<file path="src/rtl/gray_float_to_byte_if.sv">
// Stream bundle for gray_float_to_byte: float samples in, 8-bit pixels out,
// plus per-frame delivery status.
interface gray_float_to_byte_if;
  logic [31:0] in_data;
  logic        in_valid;
  logic        in_ready;
  logic [7:0]  out_pixel;
  logic        out_valid;
  logic        out_ready;
  logic [17:0] pixel_count;
  logic        frame_done;

  modport slave (
    input  in_data, in_valid, out_ready,
    output in_ready, out_pixel, out_valid, pixel_count, frame_done
  );

  modport master (
    output in_data, in_valid, out_ready,
    input  in_ready, out_pixel, out_valid, pixel_count, frame_done
  );
endinterface

</file>
<file path="src/rtl/gray_float_to_byte.sv">
// Converts IEEE-754 single-precision gray samples to saturated 8-bit pixels
// through a 3-stage stallable pipeline, counting pixels per frame.
module gray_float_to_byte #(
  parameter int NUM_PIXELS = 106233
) (
  input  logic clk,
  input  logic rst,
  gray_float_to_byte_if.slave bus
);

  localparam logic [17:0] LAST_IDX = 18'(NUM_PIXELS - 1);

  logic        stall;
  logic        advance;
  logic        out_xfer;

  logic        s1_valid_reg;
  logic        s1_zero_reg;
  logic        s1_sat_reg;
  logic [7:0]  s1_exp_reg;
  logic [22:0] s1_man_reg;

  logic        s2_valid_reg;
  logic        s2_zero_reg;
  logic        s2_sat_reg;
  logic [7:0]  s2_int_reg;
  logic        s2_rnd_reg;

  logic        s3_valid_reg;
  logic [7:0]  out_pixel_reg;
  logic [17:0] pixel_count_reg;

  logic        in_sign;
  logic [7:0]  in_exp;
  logic [22:0] in_man;
  logic        s1_zero_next;
  logic        s1_sat_next;
  logic [7:0]  shift_amt;
  logic [8:0]  shifted;
  logic [8:0]  s3_sum;
  logic [7:0]  out_pixel_next;

  // Gating with rst guarantees no output transfer during the reset cycle.
  assign bus.out_valid   = s3_valid_reg && !rst;
  assign stall           = bus.out_valid && !bus.out_ready;
  assign advance         = !stall;
  assign bus.in_ready    = !stall;
  assign out_xfer        = bus.out_valid && bus.out_ready;
  assign bus.frame_done  = out_xfer && (pixel_count_reg == LAST_IDX);
  assign bus.out_pixel   = out_pixel_reg;
  assign bus.pixel_count = pixel_count_reg;

  assign in_sign = bus.in_data[31];
  assign in_exp  = bus.in_data[30:23];
  assign in_man  = bus.in_data[22:0];

  always_comb begin
    s1_zero_next = in_sign || (in_exp < 8'd126) || ((in_exp == 8'd255) && (in_man != 23'd0));
    s1_sat_next  = !s1_zero_next && (in_exp >= 8'd135);
  end

  // Shift one less than (150 - exp) so bit 0 is the first discarded bit.
  always_comb begin
    shift_amt = 8'd149 - s1_exp_reg;
    shifted   = 9'({1'b1, s1_man_reg} >> shift_amt);
  end

  always_comb begin
    s3_sum = {1'b0, s2_int_reg} + {8'd0, s2_rnd_reg};
    out_pixel_next = s3_sum[7:0];
    if (s2_zero_reg) begin
      out_pixel_next = 8'h00;
    end else if (s2_sat_reg || s3_sum[8]) begin
      out_pixel_next = 8'hFF;
    end
  end

  always_ff @(posedge clk) begin
    if (rst) begin
      s1_valid_reg    <= 1'b0;
      s2_valid_reg    <= 1'b0;
      s3_valid_reg    <= 1'b0;
      out_pixel_reg   <= 8'h00;
      pixel_count_reg <= 18'd0;
    end else begin
      if (advance) begin
        s1_valid_reg <= bus.in_valid;
        s2_valid_reg <= s1_valid_reg;
        s3_valid_reg <= s2_valid_reg;
        if (s2_valid_reg) begin
          out_pixel_reg <= out_pixel_next;
        end
      end
      if (out_xfer) begin
        pixel_count_reg <= (pixel_count_reg == LAST_IDX) ? 18'd0 : pixel_count_reg + 18'd1;
      end
    end
  end

  always_ff @(posedge clk) begin
    if (advance) begin
      s1_zero_reg <= s1_zero_next;
      s1_sat_reg  <= s1_sat_next;
      s1_exp_reg  <= in_exp;
      s1_man_reg  <= in_man;
      s2_zero_reg <= s1_zero_reg;
      s2_sat_reg  <= s1_sat_reg;
      s2_int_reg  <= shifted[8:1];
      s2_rnd_reg  <= shifted[0];
    end
  end

endmodule

</file>
<file path="src/flat_wrapper.sv">
// flat-port wrapper written by rule: the top's interface ports become plain ports
module gray_float_to_byte_flat 
#(
  parameter int NUM_PIXELS = 106233
)
  (clk, rst, bus_in_data, bus_in_valid, bus_out_ready, bus_in_ready, bus_out_pixel, bus_out_valid, bus_pixel_count, bus_frame_done);
  gray_float_to_byte_if bus_i ();
  input  logic clk;
  input  logic rst;
  input wire logic [$bits(bus_i.in_data)-1:0] bus_in_data;
  input wire logic [$bits(bus_i.in_valid)-1:0] bus_in_valid;
  input wire logic [$bits(bus_i.out_ready)-1:0] bus_out_ready;
  output wire logic [$bits(bus_i.in_ready)-1:0] bus_in_ready;
  output wire logic [$bits(bus_i.out_pixel)-1:0] bus_out_pixel;
  output wire logic [$bits(bus_i.out_valid)-1:0] bus_out_valid;
  output wire logic [$bits(bus_i.pixel_count)-1:0] bus_pixel_count;
  output wire logic [$bits(bus_i.frame_done)-1:0] bus_frame_done;
  assign bus_i.in_data = bus_in_data;
  assign bus_i.in_valid = bus_in_valid;
  assign bus_i.out_ready = bus_out_ready;
  assign bus_in_ready = bus_i.in_ready;
  assign bus_out_pixel = bus_i.out_pixel;
  assign bus_out_valid = bus_i.out_valid;
  assign bus_pixel_count = bus_i.pixel_count;
  assign bus_frame_done = bus_i.frame_done;
  gray_float_to_byte #(.NUM_PIXELS(NUM_PIXELS)) u_core (.clk(clk), .rst(rst), .bus(bus_i));
endmodule
</file>
<file path="config.mk">
export PLATFORM = sky130hd
export DESIGN_NAME = gray_float_to_byte_flat
export DESIGN_NICKNAME = d
export VERILOG_FILES = /design/src/rtl/gray_float_to_byte_if.sv /design/src/rtl/gray_float_to_byte.sv /design/src/flat_wrapper.sv
export SDC_FILE = /design/constraint.sdc
export NUM_CORES = 1
export LEC_CHECK = 0
export ABC_CLOCK_PERIOD_IN_PS = 4950
export BUFFER_PORTS_ARGS = -buffer_cell sky130_fd_sc_hd__buf_4
export CAP_MARGIN = 0
export CORE_ASPECT_RATIO = 1.25
export CORE_MARGIN = 5
export CORE_UTILIZATION = 46
export CTS_CLUSTER_SIZE = 20
export DETAILED_ROUTE_END_ITERATION = 10
export GPL_TIMING_DRIVEN = 0
export PLACE_DENSITY = 0.67
export RECOVER_POWER = 100
export SYNTH_ARGS = -nofsm -noshare
export SYNTH_HDL_FRONTEND = slang
export SYNTH_SLANG_ARGS = --single-unit
</file>
<file path="constraint.sdc">
create_clock -name clk -period 4.95 [get_ports clk]
set_input_delay 0.495 -clock clk [delete_from_list [all_inputs] [get_ports clk]]
set_output_delay 0.495 -clock clk [all_outputs]
set_load 0.01 [all_outputs]
</file>
==> results list, run 1 <==
- The floorplan step defined a die boundary enclosing about 0.011 sq mm.
- Antenna cells: 0
- Post-CTS setup buffers: 0
- The synthesized netlist occupies a cell area of about 0.0041 sq mm.
- For this design the ratio of total power to cell area is roughly 280 mW/mm^2.
- The startpoint identified for the worst hold timing path is bus_in_data[21].
- By startpoint and endpoint, the worst setup path is classified as reg2reg.
- The tree is rooted in a sky130_fd_sc_hd__clkbuf_8.
- Post-Place Setup Slack: about 2.6 ns
* Number of global-route vias before repair: 3200
- Detailed-route wire length: 9600 um
- Cell mode on critical path: sky130_fd_sc_hd__clkbuf_1
* Power share of the sequential group: between 50% and 60%
- Number of antenna violations at the first check in global routing: 0
- Vertical die dimension: 116 um
- Counting along the longest clock path gives a buffer depth of 2.
- In this run the count of I/O pins placed on the die edge is between 60 and 70.
- Counting flops and latches in the post-synthesis netlist gives 73.
- Share of synthesized area occupied by flip-flops and latches: a little under half
- Avg Cell Area, Syn: 10.6 sq um
- For this run, the number of Yosys warnings is 0.
- Number of gates given a new drive strength after cts: 0
* Switch Pwr: around 350 uW
- The run finished with clean final reports.
* Area taken by flip-flops and latches: roughly 0.0019 sq mm
- CP Launch Type: register
* Area share of the largest cell type after synthesis: between 30 and 40%
- Maximum frequency from static timing analysis: 0.366 GHz
* Leading cell types by total area after synthesis: sky130_fd_sc_hd__edfxtp_1 (32%), sky130_fd_sc_hd__dfxtp_1 (14%), sky130_fd_sc_hd__mux2i_1 (4.6%)
- Per report_power, the combinational group accounts for 14.9% of the total.
- Post-layout instance count excluding filler cells: roughly 590
* GR Util All Layers: 18.4%
- Most frequent cells in the layout: sky130_fd_sc_hd__clkbuf_1 (52), sky130_fd_sc_hd__edfxtp_1 (44), sky130_fd_sc_hd__nor2_1 (38)
- After legalization and detailed placement, the total HPWL measured between 7000 and 8000 um.
* Worst r2r dst: u_core.s2_int_reg[1]$_SDFFCE_PP0N_
* Setup-violating endpoint count in the final report: 0
- CP Max Fanout: 10
- In this run the tightest slew margin relative to its limit is between 50 and 60%.
- Measured in cells, the most critical reg-to-reg path has a length of 7.
* WHS Path Cells: 1
- Post-detailed-route DRC marker count: 0
* Violation count after the first detailed-routing iteration: between 150 and 200
* Pint: approximately 970 uW
- In the final layout, the share of cells above drive strength 1 is between 10% and 20%.
- Signed area change from the synthesized netlist to the final layout: 15.3%
* Final Hold Fails: 0
- The initial utilization of the core area, before any placement, comes to about 47%.
* Total clock sinks: between 70 and 80
* Num CTS Buffers: 9
- The first global-routing pass estimated between 15000 and 20000 um of wire.
* RSZ-0062 raised after global routing: false
- Hold repair after CTS inserted 0 buffers.
- Min-delay worst type: in2reg
- The worst register-to-register path begins at u_core.s1_exp_reg[2]$_DFFE_PN_.
- Max-cap violations in this run came to 0.
- Hold is met by 0.343 ns.
- Summing all non-filler instances in the final layout gives an area of 0.00476 sq mm.
- TritonCTS built the clock tree.
* Reg2reg setup slack: 2.22 ns
- Hold worst-path end: u_core.s1_man_reg[21]$_DFFE_PN_
- Summing all placed instances gives a cell area of around 0.0048 sq mm.
* Post-Synthesis Net Count: around 430
- After clock tree synthesis, the clock-pin slew on the worst setup and hold paths is about 0.08 ns.
- After technology mapping, the gate count stands at 388.
- Routability cong.: about 0.87
* Delay-heaviest family, CP: buffers and inverters
- Global routing finished with a remaining overflow of 0.
- The critical path goes through ha_1 -> clkbuf_1 -> clkbuf_1 -> clkbuf_1 -> mux4_2 -> nand2_1 -> o21ai_0.
- Across the routed clock network, the largest skew measured is a little under 0.009 ns.
* Post-detailed-route via-to-cell ratio: between 5 and 6
* Area of the core: around 0.009 sq mm
- Yosys mapped the design onto 57 distinct sky130hd cell types.
- Routed len/inst: between 15 and 20 um
- The multi-input combinational cells in the finished layout cover a total of around 0.0021 sq mm.
* Final critical-path share of the clock period: 55.2%
- Site row count: 38
* Port buffer count: 64
- Slew at the pin closest to its max-slew limit: about 0.67 ns
- Fill cells: around 860
* Post-synth top flop: sky130_fd_sc_hd__edfxtp_1
- Proportion of power drawn by the clock network: 33.1%
- Sum Neg Setup Slack: 0 ns
* CP bufs+invs: 3
- Smallest setup slack after layout: about 2.2 ns
* Worst IR drop on VDD: 0.202 mV
- Horizontal die dimension: 94.7 um
- The detailed router placed 3253 vias in this run.
- Cell type contributing the most total cell area after synthesis: sky130_fd_sc_hd__edfxtp_1
- The register with the most flip-flops in the layout has 23 of them.
* Number of cells in the design after placement: about 570
* Worst-Skew Late Latency: 0.36 ns
* Req. time, crit path: between 5 and 6 ns
- For this design the static power due to leakage is 0.00181 uW.
- Tmin final: around 2.7 ns
- After synthesis, the share of flip-flops with an asynchronous set or reset is 0%.
* Pin count of the biggest net entering global routing: 48
- On the worst path, the slowest cell contributes a delay of around 0.48 ns.
- Type of destination of the critical path: register
- The critical path runs through a total of 7 cells.
- The number of slew-limit violations in the final report is 0.
* Worst-path cell with the longest stage delay: sky130_fd_sc_hd__edfxtp_1
- The H-tree was split into 3 levels.
- Data arrives at the worst endpoint at roughly 2.8 ns.
* Commonest non-fill, non-tap cell in the layout: sky130_fd_sc_hd__clkbuf_1
* 1st-pass router iterations: 4
* Final nets: about 510
* Count of flip-flops with a built-in enable after synthesis: 44
* Switching part of the total: 26.5%
- Remaining number of nets flagged by the antenna check after routing: 0
per-stage QoR:
stage,util (%),power (uW)
3_5_place_dp,54.6,903
4_1_cts,56.7,1330
2_1_floorplan,-,833
3_3_place_gp,54.4,902
5_1_grt,54.4,1380
6_report,54.4,1320
metal layers:
layer  up-vias  track usage (%)  share of wire, %
met5         -                0                 0
met3        19             3.90               4.6
li1       1610                -                 -
met2        75             31.7                51
met4         0             7.89               1.8
met1      1549             22.2                43
cell type report:
class / instances / share of cell area (%)
repair buffers: 65 / 6.96
plain buffers: 16 / 1.71
clock buffers: 11 / 3.21
multi-input cells: 292 / 43.9
flip-flops and latches: 73 / 39.9
well taps: 120 / 3.15
clock inverters: 5 / 0.578
inverters: 7 / 0.552
power by group through the flow:
| stage | clock network, uW | registers (uW) | logic [uW] |
|---|---|---|---|
| 2_1_floorplan | 0 | 693 | 140 |
| 3_3_place_gp | 0 | 699 | 203 |
| 3_5_place_dp | 0 | 699 | 203 |
| 4_1_cts | 444 | 685 | 205 |
| 5_1_grt | 473 | 688 | 216 |
| 6_report | 436 | 686 | 196 |
kinds of logic (layout without fill, tap and decap cells):
| family | after synthesis | after routing | synth area share, % |
|---|---|---|---|
| flops | 73 | 73 | 46.1 |
| simple gates | 150 | 150 | 19.6 |
| compound gates | 72 | 72 | 11.4 |
| mux | 43 | 43 | 13.3 |
| fa+ha+maj | 5 | 5 | 1.52 |
| xor+xnor | 22 | 22 | 5.12 |
| buf+inv | 23 | 104 | 2.94 |
cell usage after synthesis, drive strengths merged (3+ instances only):
cell and instances:
edfxtp 44, nor2 38, dfxtp 29, nand2 29
a21oi 20, mux2i 19, mux2 16, buf 15
o21ai 14, xor2 14, nand3 13, nor2b 11
mux4 8, xnor2 8, and3 7, inv 7
nand2b 7, a21o 6, nand4 6, nor3 6
nor4 6, a22oi 5, a31oi 5, and2 5
ha 5, a211o 4, nand3b 4, o22ai 4
or2 4, and4 3
how the worst max path moves through the flow:
stage                                         from                              endpoint  slack, ns
finish              u_core.s1_exp_reg[2]$_DFFE_PN_    u_core.s2_int_reg[1]$_SDFFCE_PP0N_       2.22
global route        u_core.s1_exp_reg[2]$_DFFE_PN_    u_core.s2_int_reg[1]$_SDFFCE_PP0N_       1.99
global placement                               rst                          bus_in_ready       1.98
CTS                 u_core.s1_exp_reg[2]$_DFFE_PN_    u_core.s2_int_reg[1]$_SDFFCE_PP0N_       2.55
floorplan                                      rst  u_core.bus.out_pixel[7]$_SDFFE_PP0P_       2.59
detailed placement  u_core.s1_exp_reg[2]$_DFFE_PN_       u_core.s2_rnd_reg$_SDFFCE_PP0N_       2.57
worst reg2reg max path, stage by stage (launching register included):
cell and delay [ns]:
sky130_fd_sc_hd__edfxtp_1 0.48, sky130_fd_sc_hd__ha_1 0.32, sky130_fd_sc_hd__clkbuf_1 0.28, sky130_fd_sc_hd__clkbuf_1 0.42, sky130_fd_sc_hd__clkbuf_1 0.42, sky130_fd_sc_hd__mux4_2 0.38
sky130_fd_sc_hd__nand2_1 0.09, sky130_fd_sc_hd__o21ai_0 0.09
Note: power is estimated with default switching activity, not from simulation.
==> run 2, diff against run 1 <==
ABC_AREA = 1   (was default)
ABC_CLOCK_PERIOD_IN_PS = 2600   (was 4950)
clock period = 2.6 ns   (was 4.95 ns; I/O delays follow)
==> results list, run 2 <==
* Async SR Flop Fraction: 0% (unchanged)
- The largest clock skew in the final design came to 0.00962 ns (+0.000792 ns).
- Clock Pin Slew Worst Setup and Hold Paths: 0.08 ns (about the same)
- Area share of the largest cell type after synthesis: 32.6% (+0.56 points)
* Min-delay worst type: in2reg
- Final nets: 638 (+26%)
- Cell type contributing the most total cell area after synthesis: sky130_fd_sc_hd__edfxtp_1
* Initial Util: 46.9% (-0.31 points)
* R2R depth: 9 (+2)
* CP Max Fanout: 10 (unchanged)
- The power share of the clock group was 33.2% (about the same).
- The number of antenna-violating nets in the routed design was 0 (unchanged).
* Maximum frequency from static timing analysis: 0.406 GHz (+11%)
- Sorting the synthesized cells by how often they occur yields sky130_fd_sc_hd__nand2_1 (126), sky130_fd_sc_hd__nand3_1 (91), sky130_fd_sc_hd__edfxtp_1 (44), sky130_fd_sc_hd__inv_1 (43), sky130_fd_sc_hd__nor2_1 (35).
- The most used flip-flop cell after synthesis is sky130_fd_sc_hd__edfxtp_1.
- The library cell used most frequently in the layout, excluding fill and tap cells, is sky130_fd_sc_hd__nand2_1.
* Fraction of the mapped netlist area in compound gates: 10.1% (-1.3 points)
- Share of final-layout standard cells stronger than drive strength 1: 9.47% (-6.5 points)
- The post-synthesis average cell area came to 7.80 sq um (-27%).
- Grouping stages by cell kind, the critical path spends the most delay in buffers and inverters.
- The clock latency of the later-clocked register in the worst-skew pair came to 0.36 ns (about the same).
- The total net switching power was 747 uW (+110%).
* WHS Path Cells: 1 (unchanged)
* Count of flip-flops with a built-in enable after synthesis: 44 (unchanged)
* Tmin final: 2.47 ns (-0.269 ns)
* Met1 demand-to-capacity share in global routing: 25.1% (+2.9 points)
- The post-placement cell count was 704 (+23%).
* Slew at the pin closest to its max-slew limit: 0.632 ns (-0.0348 ns)
- The critical path is of the reg2reg type.
* Vertical die dimension: 115 um (-0.79%)
- Pin count of the biggest net entering global routing: 51 (+6.3%)
* Cell Pwr Density: 545 mW/mm^2 (+97%)
- Setup-violating endpoint count in the final report: 0 (unchanged)
- Met2 Use GR: 34.8% (+3.1 points)
* Met3 track utilization from global routing: 3.86% (-0.035 points)
- CP Launch Type: register
* Worst IR drop on VDD: 0.401 mV (+98%)
- The data required time at the worst endpoint came to 2.71 ns (-2.34 ns).
* Post-layout instance count excluding filler cells: 722 (+23%)
* Sum Neg Setup Slack: 0 ns (unchanged)
- By area the synthesized netlist is led by sky130_fd_sc_hd__edfxtp_1 (33%), sky130_fd_sc_hd__dfxtp_1 (14%), sky130_fd_sc_hd__nand2_1 (12%).
- Fill cells: 892 (+3.4%)
- Total Power: 2570 uW (+95%)
- WHS: 0.107 ns (-0.236 ns)
- Simple-gate share of the synthesized area: 33.9% (+14 points)
* Flip-flop and latch count after synthesis: 73 (unchanged)
* Buffer depth of the longest clock path: 2 (unchanged)
- Crit-path cells: ha_1 -> xor2_1 -> clkbuf_1 -> inv_1 -> clkbuf_1 -> a21oi_1 -> a21oi_1 -> o21ai_1 -> nand2_1
- 1st-pass router iterations: 5 (+1)
* Detailed-route wire length: 10600 um (+11%)
* GR Util All Layers: 20.4% (+2.0 points)
- Area of the core: 0.00865 sq mm (-1.1%)
- Data arrival at the endpoint of the critical path: 2.57 ns (-0.27 ns)
- The count of unresolved DRC violations after routing came to 0 (unchanged).
* Post-Synthesis Net Count: 561 (+31%)
* Finished Core Util: 54.5% (+0.077 points)
- Routed len/inst: 14.7 um (-9.8%)
- Critical Path Max Stage Delay: 0.46 ns (-0.02 ns)
- Number of antenna violations at the first check in global routing: 0 (unchanged)
- Global routing's busiest layer: met2
- The number of slew-limit violations in the final report was 0 (unchanged).
- The placer's final routability congestion estimate came to 0.917 (+5.8%).
* Site row count: 38 (unchanged)
- The static power due to leakage was 0.00187 uW (+3.6%).
* Wire length of the first global-routing pass: 17300 um (+10%)
- The area growth from synthesis to layout is 16.3%.
- CP bufs+invs: 3 (unchanged)
* Post-detailed-route via-to-cell ratio: 5.34 (-3.3%)
- CTS tree: yes
- The post-synthesis instance total came to 520 (+34%).
- Xor-xnor portion of the synthesized cell area: 1.08% (-4.0 points)
- The total clock sinks came to 73 (unchanged).
- The portion of the clock cycle consumed by the worst path in the final layout came to 94.8% (+40 points).
- Pint: 1820 uW (+88%)
* Largest family of logic cells by synthesized area: simple AND/OR/NAND/NOR gates
- The total clock buffers created by CTS came to 9 (unchanged).
- Combinational group share of total power: 15.4% (+0.5 points)
* Largest register FFs: 23 (unchanged)
- Detailed placer's ending HPWL: 8080 um (+9.3%)
- The number of global-route vias before repair was 3668 (+15%).
- Share of synthesized area spent on multiplexers: 0% (-13 points)
* Final Hold Fails: 0 (unchanged)
- The combined area of all synthesized cells came to 0.00406 sq mm (-1.7%).
- Clock tree root buffer cell: sky130_fd_sc_hd__clkbuf_8
* Cell with the most instances after synthesis: sky130_fd_sc_hd__nand2_1
- The total via count in the routed design came to 3855 (+19%).
- Switching part of the total: 29.1% (+2.6 points)
* Max capacitance violation total: 0 (unchanged)
- The sequential area share after synthesis is 46.9% (+0.81 points).
* Remaining Overflow, GRT: 0 (unchanged)
- Antenna cells: 0 (unchanged)
- The power share of the sequential group came to 51.4% (-0.6 points).
* Worst slew slack as a fraction of its limit: 57.8% (+2.5 points)
* Die area: 0.0108 sq mm (-1.6%)
- The distinct cell type count of the synthesized netlist is 40 (-30%).
* Number of warnings printed during yosys synthesis: 0 (unchanged)
- Port buffer count: 64 (unchanged)
* Adder and majority cell fraction of the synthesized area: 1.54% (+0.027 points)
* H-tree depth reported by CTS: 3 (unchanged)
- The detailed router's first-iteration violation count came to 312 (+62%).
- Cell count along the critical path: 9 (+2)
- Horizontal die dimension: 94.0 um (-0.78%)
- Number of primary I/O pins: 65 (unchanged)
- The setup slack on the worst flop-to-flop path came to 0.13 ns (-2.08 ns).
- The worst setup path is captured at a register.
- The flow ran to the end, and the final reports show no timing, DRC or antenna violations.
* CTS Hold Buffers Added: 0 (unchanged)
* Worst-path cell with the longest stage delay: sky130_fd_sc_hd__edfxtp_1
- The top cell types in the final layout, fill and taps aside, are sky130_fd_sc_hd__nand2_1 (126), sky130_fd_sc_hd__nand3_1 (91), sky130_fd_sc_hd__clkbuf_1 (54).
-- run 2: stage by stage --
step                setup WS [ns]  instance area [sq um]
floorplan                   0.534                   4060
global placement           0.0423                   4690
detailed placement        -0.0133                   4690
CTS                         0.121                   4880
global route             -0.00649                   4720
finish                      0.134                   4720
-- run 2: final timing paths --
check / from / end
worst min register to register: u_core.s1_zero_reg$_DFFE_PN_ / u_core.s2_zero_reg$_DFFE_PN_
worst max-delay path: u_core.s1_exp_reg[1]$_DFFE_PN_ / u_core.s2_int_reg[6]$_SDFFCE_PP0N_
worst max register to register: u_core.s1_exp_reg[1]$_DFFE_PN_ / u_core.s2_int_reg[6]$_SDFFCE_PP0N_
worst min-delay path: bus_in_data[13] / u_core.s1_man_reg[13]$_DFFE_PN_
-- run 2: power by group through the flow --
stage | Sequential (uW) | Clock [uW] | Combinational [uW]
after floorplan | 1330 | 0 | 267
after global placement | 1350 | 0 | 397
after detailed placement | 1350 | 0 | 401
after CTS | 1320 | 874 | 404
after global routing | 1330 | 918 | 443
final | 1320 | 854 | 394
-- run 2: cell type report --
class,count,area [sq um],area share (%)
buffer,19,92.6,1.96
clock buffer,11,151,3.21
clock inverter,5,38.8,0.822
inverter,45,169,3.58
multi-input combinational,383,1890,40.1
sequential,73,1900,40.3
tap,120,150,3.18
timing repair buffer,66,323,6.85
-- run 2: kinds of logic after synthesis --
group / count (synthesis)
adder cells (fa/ha/maj): 5
AO/OA/AOI/OAI: 73
XOR/XNOR: 5
AND/OR/NAND/NOR: 300
flip-flops: 73
buffers and inverters: 64
-- run 2: repair_timing --
action | 4_1_cts | 5_1_grt
cloned | 0 | 0
gates resized for setup | 1 | 2
buffers inserted | 0 | 2
endpoints found under the setup margin | 4 | 3
pin swaps | 0 | 0
-- run 2: routing by layer --
metal,wire length [um],vias up
met5,0,-
met4,267,0
met3,499,25
met2,5260,124
met1,4570,1755
li1,-,1951
==> run 3, diff against run 2 <==
CORE_UTILIZATION = 25   (was 46)
PLACE_DENSITY = default   (was 0.67)
==> results list, run 3 (synthesis gave the netlist of run 2 again) <==
- R2R depth: 14 (+5)
- STA classifies the critical path startpoint as a register.
- Detailed-route wire length: 10400 um (-1.5%)
- The total clock buffers created by CTS is 9 (unchanged).
* Pin count of the biggest net entering global routing: 51 (unchanged)
- The antenna cell count is 0 (unchanged).
- Die area: 0.0189 sq mm (+75%)
- Total clock sinks: 73 (unchanged)
* WHS: 0.130 ns (+0.0234 ns)
- Post-detailed-route DRC marker count: 0 (unchanged)
- Compared with the post-synthesis result, the final layout area differs by 22.7%.
- The number of standard-cell rows in the floorplan is 52 (+37%).
* Commonest non-fill, non-tap cell in the layout: sky130_fd_sc_hd__nand2_1
* Min-delay worst type: in2reg
- GR Util All Layers: 10.9% (-9.5 points)
- The first-pass GRT wire length was 16800 um (-3.0%).
* Violation count after the first detailed-routing iteration: 281 (-9.9%)
* Post-layout instance count excluding filler cells: 820 (+14%)
- The quantity of I/O buffers inserted on ports was 64 (unchanged).
- The clock input transition at the sequential cells of the worst setup and hold paths came to 0.06 ns (-0.02 ns).
- Worst IR drop on VDD: 0.301 mV (-25%)
* Remaining number of nets flagged by the antenna check after routing: 0 (unchanged)
- The final net count is 640 (+0.31%).
* Status: finished, final reports clean
* Worst setup path endpoint: u_core.s2_int_reg[7]$_SDFFCE_PP0N_
* Setup-violating endpoint count in the final report: 0 (unchanged)
* Count of final max-slew check failures: 0 (unchanged)
- Initial Util: 25.2% (-22 points)
- The number of antenna violations at the first check in global routing is 0 (unchanged).
- The static power due to leakage was 0.00196 uW (+4.5%).
* Tmin final: 2.46 ns (-0.00176 ns)
- The number of global-route vias before repair is 3491 (-4.8%).
- Cell Pwr Density: 586 mW/mm^2 (+7.5%)
- The biggest fanout along the worst timing path is 10 (unchanged).
* Number of cells in the design after placement: 800 (+14%)
- The arrival time at the worst endpoint came to 2.55 ns (-0.02 ns).
- The number of hold buffers added after cts came to 0 (unchanged).
* Horizontal die dimension: 124 um (+32%)
- STA classifies the critical path endpoint as a register.
- Routability cong.: 0.885 (-3.5%)
* Req. time, crit path: 2.69 ns (-0.02 ns)
* Remaining Overflow, GRT: 0 (unchanged)
* Source of the critical timing path: u_core.s1_exp_reg[1]$_DFFE_PN_
- The die extent in y came to 152 um (+33%).
- Area of the core: 0.0161 sq mm (+86%)
- The number of flip-flops in the largest register is 23 (unchanged).
- 1st-pass router iterations: 6 (+1)
* Detailed placer's ending HPWL: 7950 um (-1.6%)
- Post-detailed-route via-to-cell ratio: 4.68 (-12%)
- Routed len/inst: 12.7 um (-13%)
* CTS tree: yes
* Reg2reg setup slack: 0.14 ns (about the same)
* Final critical-path share of the clock period: 94.8% (about the same)
- The total via count in the routed design came to 3834 (-0.54%).
- Maximum frequency from static timing analysis: 0.406 GHz (about the same)
- Reg2Reg Launch Point: u_core.s1_exp_reg[1]$_DFFE_PN_
* Category of the critical setup timing path: reg2reg
- The top cell types in the final layout, fill and taps aside, are sky130_fd_sc_hd__nand2_1 (126), sky130_fd_sc_hd__nand3_1 (90), sky130_fd_sc_hd__clkbuf_1 (48).
- The clock latency of the later-clocked register in the worst-skew pair was 0.34 ns (-0.02 ns).
* Share of final-layout standard cells stronger than drive strength 1: 11.3% (+1.8 points)
* Fill cells: 1786 (+100%)
- Clock tree root buffer cell: sky130_fd_sc_hd__clkbuf_16
- The slew at the pin closest to its max-slew limit was 0.630 ns (-0.00265 ns).
- The final-report hold violation count was 0 (unchanged).
- The H-tree level count came to 3 (unchanged).
* Worst r2r dst: u_core.s2_int_reg[7]$_SDFFCE_PP0N_
* Max capacitance violation total: 0 (unchanged)
- Number of primary I/O pins: 65 (unchanged)
- The worst-case clock buffer depth is 2 (unchanged).
- The headroom to the max-slew limit came to 58.0% (+0.18 points).
- Finished Core Util: 31.0% (-24 points)
* Post-route clock skew: 0.00942 ns (-0.000197 ns)
==> run 3: worst min path at each step <==
stage                                      endpoint  cells after the start                   startpoint
finish               u_core.s1_exp_reg[0]$_DFFE_PN_                      1              bus_in_data[23]
global route        u_core.s1_man_reg[14]$_DFFE_PN_                      1              bus_in_data[14]
CTS                 u_core.s1_man_reg[20]$_DFFE_PN_                      1              bus_in_data[20]
detailed placement      u_core.s2_sat_reg$_DFFE_PN_                      0  u_core.s1_sat_reg$_DFFE_PN_
global placement        u_core.s2_sat_reg$_DFFE_PN_                      0  u_core.s1_sat_reg$_DFFE_PN_
floorplan            u_core.s1_exp_reg[0]$_DFFE_PN_                      0              bus_in_data[23]
==> run 3: what timing repair did <==
item | in CTS | in global routing
buffers inserted | 0 | 4
pin swaps | 0 | 1
setup endpoints to repair | 2 | 8
cloned | 0 | 0
gates resized for setup | 1 | 7
==> run 3: per-stage QoR <==
step / power, uW / cell area [sq um] / TNS [ns] / setup slack (ns)
final: 2910 / 4980 / 0 / 0.136
after global routing: 3050 / 4980 / -0.0127 / -0.00991
after CTS: 2940 / 5100 / 0 / 0.161
after detailed placement: 1740 / 4810 / -0.00112 / -0.00112
after global placement: 1740 / 4810 / 0 / 0.0583
after floorplan: 1600 / 4060 / 0 / 0.534
==> run 3: critical path: stages (launching register included) <==
cell and delay, ns:
sky130_fd_sc_hd__edfxtp_1 0.45, sky130_fd_sc_hd__buf_4 0.17, sky130_fd_sc_hd__inv_2 0.14, sky130_fd_sc_hd__nand3_1 0.10, sky130_fd_sc_hd__nand2_1 0.13, sky130_fd_sc_hd__nand2_1 0.08, sky130_fd_sc_hd__nand2_2 0.08, sky130_fd_sc_hd__nand2_1 0.12
sky130_fd_sc_hd__clkbuf_2 0.23, sky130_fd_sc_hd__nand4_1 0.13, sky130_fd_sc_hd__nand3_1 0.13, sky130_fd_sc_hd__nand3_1 0.19, sky130_fd_sc_hd__nand2_1 0.06, sky130_fd_sc_hd__o21ai_0 0.14, sky130_fd_sc_hd__nor2_1 0.06
==> run 3: area by class of cell <==
class                      count  area, sq um  share of cell area [%]
sequential                    73         1900                    38.2
multi-input combinational    383         1890                    38.0
timing repair buffer          68          364                    7.32
tap                          216          270                    5.43
clock buffer                   9          225                    4.53
inverter                      45          169                    3.39
buffer                        19         93.8                    1.89
clock inverter                 7         58.8                    1.18
==> run 3: per-layer routing <==
metal	track usage, %	vias to the layer above	part of all wire [%]
met4	5.27	0	2.9
met2	17.7	129	48
li1	-	1964	-
met5	0	-	0
met1	13.9	1716	44
met3	1.89	25	5.1
==> run 3: power breakdown <==
| group | internal (uW) | total, uW | leakage, uW | switching [uW] |
|---|---|---|---|---|
| logic | 143 | 401 | 0.00110 | 258 |
| registers | 1280 | 1320 | 0.000711 | 33.5 |
| clock network | 664 | 1200 | 0.000143 | 532 |
